$ cat config.mk
export PLATFORM = sky130hd
export DESIGN_NAME = instr_fetch_queue_flat
export DESIGN_NICKNAME = d
export VERILOG_FILES = /design/src/rtl/instr_fetch_queue_if.sv /design/src/rtl/instr_fetch_queue.sv /design/src/flat_wrapper.sv
export SDC_FILE = /design/constraint.sdc
export NUM_CORES = 1
export LEC_CHECK = 0
export ABC_AREA = 0
export CAP_MARGIN = 10
export CORE_MARGIN = 2
export CORE_UTILIZATION = 55
export CTS_CLUSTER_DIAMETER = 200
export DETAILED_ROUTE_END_ITERATION = 8
export PLACE_DENSITY = 0.79
export SYNTH_ARGS = -nofsm -noshare
export SYNTH_HDL_FRONTEND = slang
export SYNTH_SLANG_ARGS = --single-unit
$ cat constraint.sdc
create_clock -name clk -period 4.65 [get_ports clk]
set_input_delay 0.6975 -clock clk [delete_from_list [all_inputs] [get_ports clk]]
set_output_delay 0.6975 -clock clk [all_outputs]
set_load 0.005 [all_outputs]
$ cat src/rtl/instr_fetch_queue_if.sv
// instr_fetch_queue_if: IM request/response, EX redirect and ID handoff signals
// of the fetch stage. The master modport is the fetch stage itself; the slave
// modport is the surrounding environment (instruction memory, EX, ID).
interface instr_fetch_queue_if;
  logic        im_req;
  logic [31:0] im_addr;
  logic        im_gnt;
  logic        im_rvalid;
  logic [31:0] im_rdata;
  logic        redirect;
  logic [31:0] redirect_pc;
  logic        id_stall;
  logic        id_valid;
  logic [31:0] id_pc;
  logic [31:0] id_instr;

  modport master (
    output im_req, im_addr, id_valid, id_pc, id_instr,
    input  im_gnt, im_rvalid, im_rdata, redirect, redirect_pc, id_stall
  );

  modport slave (
    input  im_req, im_addr, id_valid, id_pc, id_instr,
    output im_gnt, im_rvalid, im_rdata, redirect, redirect_pc, id_stall
  );
endinterface

$ cat src/rtl/instr_fetch_queue.sv
// instr_fetch_queue: fetch stage feeding ID. Issues in-order IM reads at
// sequential PCs, buffers returned words with their PCs in a DEPTH-entry FIFO
// and presents the head combinationally. EX redirects flush the FIFO and mark
// every in-flight response as stale.
// Optional feature macro: FETCH_BUBBLE_CNT_EN adds the bubble_cnt output, a
// saturating count of cycles in which ID was ready but no instruction was valid.
module instr_fetch_queue #(
  parameter logic [31:0] RESET_PC  = 32'h0000_0000,
  parameter int          DEPTH     = 4,
  parameter int          MAX_OUTST = 2
) (
  input  logic                clk,
  input  logic                rst_n,
  instr_fetch_queue_if.master bus
`ifdef FETCH_BUBBLE_CNT_EN
  ,
  output logic [31:0]         bubble_cnt
`endif
);
  localparam int AW = $clog2(DEPTH);
  localparam int PW = AW + 1;
  localparam int OW = $clog2(MAX_OUTST + 1);
  localparam int SW = PW + 1;
  localparam logic [31:0] NOP = 32'h0000_0013;

  logic [31:0]   pc_q;
  logic [31:0]   rsp_pc_q;   // PC belonging to the next response that will be kept
  logic [PW-1:0] wptr_q, rptr_q, count;
  logic [OW-1:0] outst_q, drop_q, outst_dec;
  logic          run_q;      // holds im_req low until the first edge after reset
  logic [SW-1:0] occ;
  logic          issue, grant, push, pop, full, head_vld;
  logic [31:0]   instr_mem [DEPTH];
  logic [31:0]   pc_mem    [DEPTH];

  // Occupancy counts both buffered words and words still in flight, so a
  // granted request always has a FIFO slot waiting for its response.
  assign count     = wptr_q - rptr_q;
  assign full      = (count == PW'(DEPTH));
  assign head_vld  = (count != '0);
  assign occ       = SW'(outst_q) + SW'(count);
  assign issue     = run_q && !bus.redirect && (occ < SW'(DEPTH)) &&
                     (outst_q < OW'(MAX_OUTST));
  assign grant     = issue && bus.im_gnt;
  assign outst_dec = bus.im_rvalid ? outst_q - OW'(1) : outst_q;
  assign push      = bus.im_rvalid && !bus.redirect && (drop_q == '0);
  assign pop       = head_vld && !bus.id_stall;

  assign bus.im_req   = issue;
  assign bus.im_addr  = pc_q;
  assign bus.id_valid = head_vld;
  assign bus.id_pc    = head_vld ? pc_mem[rptr_q[AW-1:0]] : '0;
  assign bus.id_instr = head_vld ? instr_mem[rptr_q[AW-1:0]] : NOP;

  // Fetch PC, FIFO pointers and in-flight/drop bookkeeping; redirect overrides all.
  always_ff @(posedge clk or negedge rst_n) begin
    if (!rst_n) begin
      pc_q     <= RESET_PC;
      rsp_pc_q <= RESET_PC;
      wptr_q   <= '0;
      rptr_q   <= '0;
      outst_q  <= '0;
      drop_q   <= '0;
      run_q    <= 1'b0;
    end else begin
      run_q <= 1'b1;
      if (bus.redirect) begin
        pc_q     <= bus.redirect_pc & 32'hFFFF_FFFC;
        rsp_pc_q <= bus.redirect_pc & 32'hFFFF_FFFC;
        rptr_q   <= wptr_q;
        outst_q  <= outst_dec;
        drop_q   <= outst_dec;
      end else begin
        if (grant) pc_q <= pc_q + 32'd4;
        outst_q <= grant ? outst_dec + OW'(1) : outst_dec;
        if (bus.im_rvalid && (drop_q != '0)) drop_q <= drop_q - OW'(1);
        if (push) begin
          wptr_q   <= wptr_q + PW'(1);
          rsp_pc_q <= rsp_pc_q + 32'd4;
        end
        if (pop) rptr_q <= rptr_q + PW'(1);
      end
    end
  end

  // FIFO storage: instruction word and its PC, written on every kept response.
  always_ff @(posedge clk) begin
    if (push) begin
      instr_mem[wptr_q[AW-1:0]] <= bus.im_rdata;
      pc_mem[wptr_q[AW-1:0]]    <= rsp_pc_q;
    end
  end

`ifndef SYNTHESIS
  // The issue throttle keeps a push from ever landing on a full FIFO.
  always_ff @(posedge clk) begin
    if (rst_n && push && !pop) begin
      assert (!full) else $error("instr_fetch_queue: push into full FIFO");
    end
  end
`endif

`ifdef FETCH_BUBBLE_CNT_EN
  // Saturating count of cycles where ID could accept but nothing was valid.
  always_ff @(posedge clk or negedge rst_n) begin
    if (!rst_n) begin
      bubble_cnt <= '0;
    end else if (!head_vld && !bus.id_stall && (bubble_cnt != 32'hFFFF_FFFF)) begin
      bubble_cnt <= bubble_cnt + 32'd1;
    end
  end
`endif
endmodule

$ cat src/flat_wrapper.sv
// flat-port wrapper written by rule: the top's interface ports become plain ports
module instr_fetch_queue_flat 
#(
  parameter logic [31:0] RESET_PC  = 32'h0000_0000,
  parameter int          DEPTH     = 4,
  parameter int          MAX_OUTST = 2
)
  (clk, rst_n, bus_im_req, bus_im_addr, bus_id_valid, bus_id_pc, bus_id_instr, bus_im_gnt, bus_im_rvalid, bus_im_rdata, bus_redirect, bus_redirect_pc, bus_id_stall);
  instr_fetch_queue_if bus_i ();
  input  logic clk;
  input  logic rst_n;
  output wire logic [$bits(bus_i.im_req)-1:0] bus_im_req;
  output wire logic [$bits(bus_i.im_addr)-1:0] bus_im_addr;
  output wire logic [$bits(bus_i.id_valid)-1:0] bus_id_valid;
  output wire logic [$bits(bus_i.id_pc)-1:0] bus_id_pc;
  output wire logic [$bits(bus_i.id_instr)-1:0] bus_id_instr;
  input wire logic [$bits(bus_i.im_gnt)-1:0] bus_im_gnt;
  input wire logic [$bits(bus_i.im_rvalid)-1:0] bus_im_rvalid;
  input wire logic [$bits(bus_i.im_rdata)-1:0] bus_im_rdata;
  input wire logic [$bits(bus_i.redirect)-1:0] bus_redirect;
  input wire logic [$bits(bus_i.redirect_pc)-1:0] bus_redirect_pc;
  input wire logic [$bits(bus_i.id_stall)-1:0] bus_id_stall;
  assign bus_im_req = bus_i.im_req;
  assign bus_im_addr = bus_i.im_addr;
  assign bus_id_valid = bus_i.id_valid;
  assign bus_id_pc = bus_i.id_pc;
  assign bus_id_instr = bus_i.id_instr;
  assign bus_i.im_gnt = bus_im_gnt;
  assign bus_i.im_rvalid = bus_im_rvalid;
  assign bus_i.im_rdata = bus_im_rdata;
  assign bus_i.redirect = bus_redirect;
  assign bus_i.redirect_pc = bus_redirect_pc;
  assign bus_i.id_stall = bus_id_stall;
  instr_fetch_queue #(.RESET_PC(RESET_PC), .DEPTH(DEPTH), .MAX_OUTST(MAX_OUTST)) u_core (.clk(clk), .rst_n(rst_n), .bus(bus_i));
endmodule
# Word level (Yosys, flattened, before mapping)

Memories as Yosys holds them, arrays and structs flattened.
Cells that the tools add are included.

Flip-flop bits (word level): 75
Bits in writable memories: 256
Bits of input ports: 70
Word-level logic and storage cells: 54
Memories: 2

Add/subtract/negate cells: 9
Magnitude comparators: 2
Mux-type cells: 15
Bitwise operators: 1
Reductions and logical operators: 18

Memory list:

| memory           | depth | bits a word | rd ports | clocked after Yosys merged registers in | write ports | RTL line                | text |
|---|---|---|---|---|---|---|---|
| u_core.instr_mem | 4     | 32          | 1        | 0                                       | 1           | instr_fetch_queue.sv:33 | `logic [31:0] instr_mem [DEPTH];` |
| u_core.pc_mem    | 4     | 32          | 1        | 0                                       | 1           | instr_fetch_queue.sv:34 | `logic [31:0] pc_mem [DEPTH];` |

Operators by type and width:

| cell                  | number |
|---|---|
| $mux 32               | 6 |
| $add 32x3->32 const B | 2 |
| $mux 2                | 5 |
| $reduce_bool 2->1     | 5 |
| $logic_and 1x1->1     | 8 |
| $add 3x1->3 const B   | 2 |
| $mux 3                | 2 |
| $add 2x3->4           | 1 |
| $lt 4x3->1 const B    | 1 |
| $sub 2x1->2 const B   | 2 |
| $reduce_bool 3->1     | 1 |
| $sub 3x3->3           | 1 |
| $add 2x1->2 const B   | 1 |
| $logic_not 1->1       | 2 |
| $logic_not 2->1       | 1 |
| $lt 2x2->1 const B    | 1 |
| $mux 1                | 2 |
| $reduce_and 2->1      | 1 |
| $not 1->1             | 1 |

# Longest topological paths before layout

Word-level depth: 8
Mapped depth: 12
Mapped depth without buffers: 10

# Least setup slack after synthesis

OpenSTA, ideal clock, no wires.

Path kind: reg2out
Start point: reg u_core.rptr_q[1]
End point: out bus_id_instr[0]
Data arrival time: 2.725 ns
Required time: 3.953 ns
Path slack: 1.228 ns
Stages on the path, launching flop included: 10
Buffers on the path: 4
Path through: dfrtp_1 clkbuf_1 clkbuf_1 inv_1 fa_1 xor3_1 and3_1 buf_2 clkbuf_1 or2_2

Longest elaborated chain between the ends: 3
Elaborated cells on any way between the ends: 4
Those cells by class: 1 x add/sub; 1 x mux; 1 x reduce/logical; 1 x memory

RTL lines:

| element                | RTL line                | text |
|---|---|---|
| from (decl)            | instr_fetch_queue.sv:28 | `logic [PW-1:0] wptr_q, rptr_q, count;` |
| from (signal assigned) | instr_fetch_queue.sv:70 | `rptr_q <= wptr_q;` |
| from (signal assigned) | instr_fetch_queue.sv:81 | `if (pop) rptr_q <= rptr_q + PW'(1);` |
| $sub 3x3->3            | instr_fetch_queue.sv:38 | `assign count = wptr_q - rptr_q;` |
| $reduce_bool 3->1      | instr_fetch_queue.sv:40 | `assign head_vld = (count != '0);` |
| $mux 32 *              | instr_fetch_queue.sv:53 | `assign bus.id_instr = head_vld ? instr_mem[rptr_q[AW-1:0]] : NOP;` |
| to (decl)              | flat_wrapper.sv:16      | `output wire logic [$bits(bus_i.id_instr)-1:0] bus_id_instr;` |

Mark *: on every way between the ends. The rest lies on a longest branch, timed or not.

# Worst setup path in the final report

Start point: reg u_core.wptr_q[0]
End point: out bus_id_pc[4]

Longest elaborated chain between the ends: 3

RTL lines:

| element                | RTL line                | text |
|---|---|---|
| from (decl)            | instr_fetch_queue.sv:28 |  |
| from (signal assigned) | instr_fetch_queue.sv:78 | `wptr_q <= wptr_q + PW'(1);` |
| $sub 3x3->3            | instr_fetch_queue.sv:38 |  |
| $reduce_bool 3->1      | instr_fetch_queue.sv:40 |  |
| $mux 32                | instr_fetch_queue.sv:52 | `assign bus.id_pc = head_vld ? pc_mem[rptr_q[AW-1:0]] : '0;` |
| to (decl)              | flat_wrapper.sv:15      | `output wire logic [$bits(bus_i.id_pc)-1:0] bus_id_pc;` |

No other way between the ends.

==> results.sh <==
export IMPL_cts_root_buffer_cell="clkbuf_16"
export IMPL_rows=57
export IMPL_portBuffers=161
export IMPL_place_worst_setup_slack_ns=0.902
export IMPL_drt_iter0_drc=517
export IMPL_htree_levels=1
export IMPL_die_area_mm2=0.0259
export IMPL_leakage_uw=0.00567
export IMPL_ys_warn_count=0
export IMPL_grt_max_degree=65
export IMPL_drt_pass1_iterations=7
export IMPL_syn_area_mm2=0.0135
export IMPL_ys_ff_latch=319
export IMPL_final_min_period_over_clock_period_pct=92.3
export IMPL_grt_pass1_wl_um=41400
export IMPL_hold_violations=0
export IMPL_grt_pass1_vias=7674
export IMPL_slew_headroom_pct=29.7
export IMPL_path_max_fanout=27
export IMPL_hpwl_um=16300
export IMPL_drt_total_wl_um=25900
export IMPL_timing_final_crit_period_ns=4.29
export IMPL_synth_async_sr_flop_share_pct=22.3
export IMPL_hp_class="in -> async"
export IMPL_yosysUniqueCellTypes=57
export IMPL_cts_tree="built"
export IMPL_fin_ws_ns=0.356
export IMPL_fmax_ghz=0.233
export IMPL_post_cts_buffers=0
export IMPL_wl_met1_um=11700
export IMPL_synth_cells=827
export IMPL_path_class="reg -> out"
export IMPL_diodes=0
export IMPL_cts_buffers=30
export IMPL_slew_viol_final=0
export IMPL_yosysSeqAreaShare_pct=68.1
export IMPL_avgSynthCellArea_um2=16.4
export IMPL_wl_met3_um=1720
export IMPL_synth_top_cell_area_share_pct=55.0
export IMPL_crit_start="u_core.wptr_q[0]"
export IMPL_synth_simple_gate_area_share_pct=10.1
export IMPL_synthFlopType="edfxtp_1"
export IMPL_clock_latency_ns=0.55
export IMPL_dr_total_vias=7560
export IMPL_fin_tns_setup_ns=0
export IMPL_synth_largest_area_cell="edfxtp_1"
export IMPL_r2r_start="u_core.wptr_q[0]"
export IMPL_drc=0
export IMPL_synth_edf_count=248
export IMPL_ir_drop_mv=0.494
export IMPL_track_usage_pct=20.3
export IMPL_run_status="complete, no violations"
export IMPL_cellPowerDensity_mw_per_mm2=567
export IMPL_synth_compound_area_share_pct=3.24
export IMPL_routedWlPerCell_um=19.4
export IMPL_synth_top_family_by_area="multiplexers"
export IMPL_cts_sinks=319
export IMPL_netlist_top_cells_count="edfxtp_1, dfrtp_1, mux4_2"
export IMPL_layout_drive_gt1_share_pct=16.8
export IMPL_wl_met2_um=12200
export IMPL_syn_to_final_growth_pct=22.7
export IMPL_synthTopCellsByArea="edfxtp_1, dfrtp_1, mux4_2"
export IMPL_fillerInstances=1659
export IMPL_start_util_pct=55.8
export IMPL_grt_ovfl_total=0
export IMPL_globalplace_congestion=0.884
export IMPL_cp_end_kind="primary output"
export IMPL_die_y_um=161
export IMPL_via_per_inst=5.65
export IMPL_finalSetupViolations=0
export IMPL_ctsLongestPathBuffers=3
export IMPL_maxCapViolations=0
export IMPL_synth_most_common_cell="edfxtp_1"
export IMPL_required_ns=3.95
export IMPL_finalClockSkew_ns=0.0128
export IMPL_ioPinCount=168
export IMPL_clk_pin_slew_worst_paths_ns=0.07
export IMPL_synth_area_mux_share_pct=11.8
export IMPL_synth_fa_ha_area_share_pct=1.07
export IMPL_die_x_um=161
export IMPL_synth_xor_area_share_pct=3.60
export IMPL_rsz0062_at_grt="no"
export IMPL_finalNetCount=1072
export IMPL_drtAntennaViolNets=0
export IMPL_top_layer_used="met4"
export IMPL_ctsResizeCount=0
export IMPL_tightest_slew_ns=1.05
export IMPL_core_area_mm2=0.0242
export IMPL_cts_hold_buf=0
export IMPL_antenna_found_initial=0
export IMPL_startpoint_type="flip-flop"
export IMPL_cp_arrival_ns=3.60
[sequential cells by signal, summed over array words and instances (netlist names)]
| signal | flops |
|---|---|
| u_core.bus.im_addr | 30 |
| u_core.drop_q | 2 |
| u_core.instr_mem | 128 |
| u_core.outst_q | 2 |
| u_core.pc_mem | 120 |
| u_core.rptr_q | 3 |
| u_core.rsp_pc_q | 30 |
| u_core.run_q | 1 |
| u_core.wptr_q | 3 |
[cell type report]
class | instances | area (um2) | share of cell area (%)
clock buffers | 43 | 871 | 5.24
multi-input cells | 451 | 4060 | 24.4
inverters | 14 | 52.6 | 0.316
well taps | 324 | 405 | 2.44
repair buffers | 175 | 1750 | 10.5
clock inverters | 13 | 239 | 1.44
flip-flops and latches | 319 | 9230 | 55.6
[where the power goes]
| part | total (uW) | internal, uW | switching [uW] | leakage [uW] |
|---|---|---|---|---|
| logic | 3280 | 1940 | 1340 | 0.00207 |
| registers | 3460 | 3290 | 165 | 0.00306 |
| clock network | 2680 | 1680 | 996 | 0.000542 |
[path summary, 6_finish.rpt]
check | slack, ns | cells after the start | endpoint
max | 0.36 | 9 | bus_id_pc[4]
min in group clk | 0.51 | 1 | u_core.wptr_q[2]
max in group asynchronous | 3.32 | 2 | u_core.bus.im_addr[15]
min | 0.33 | 1 | u_core.bus.im_addr[26]
max reg2reg | 1.00 | 10 | u_core.bus.im_addr[14]
min reg2reg | 0.51 | 1 | u_core.wptr_q[2]
[metrics by stage]
step / hold slack, ns / utilization [%] / total power (uW) / cell area (um2) / instances
4_1_cts: 0.341 / 68.5 / 9530 / 16600 / 1339
3_3_place_gp: 0.503 / 63.9 / 6780 / 15500 / 1283
5_1_grt: 0.389 / 68.5 / 9900 / 16600 / 1339
6_report: 0.332 / 68.5 / 9420 / 16600 / 1339
3_5_place_dp: 0.506 / 63.9 / 6840 / 15500 / 1283
2_1_floorplan: 0.402 / - / 5180 / 13500 / 830
[critical path, cell delays in order (launching register included)]
cell             delay, ns
dfrtp_1               0.42
inv_1                 0.16
ha_1                  0.17
inv_1                 0.05
fa_1                  0.39
xor3_1                0.40
and3_2                0.64
buf_4                 0.30
nor2b_1               0.07
clkdlybuf4s50_1       0.44
[routing by layer]
| layer | global-route usage (%) | vias up |
|---|---|---|
| li1 | - | 3483 |
| met1 | 30.3 | 3773 |
| met2 | 32.0 | 279 |
| met3 | 3.54 | 25 |
| met4 | 4.22 | 0 |
| met5 | 0 | - |
[cells in the final DEF, fill, tap and decap left out, types with 18 or more instances in the layout]
cell / count
edfxtp_1: 248
clkdlybuf4s50_1: 160
dfrtp_1: 69
mux4_2: 62
nor2b_1: 60
nand2_1: 44
xnor2_1: 33
clkbuf_16: 31
nand3_1: 25
nand4_1: 22
xor2_1: 20
nor2_1: 18
[kinds of logic after synthesis]
| group | count (synthesis) |
|---|---|
| AND/OR/NAND/NOR | 233 |
| AO/OA/AOI/OAI | 68 |
| other | 2 |
| multiplexers | 80 |
| buffers and inverters | 60 |
| adder cells (fa/ha/maj) | 11 |
| flip-flops | 319 |
| XOR/XNOR | 54 |
No activity file was read; power rests on OpenSTA's default activity.
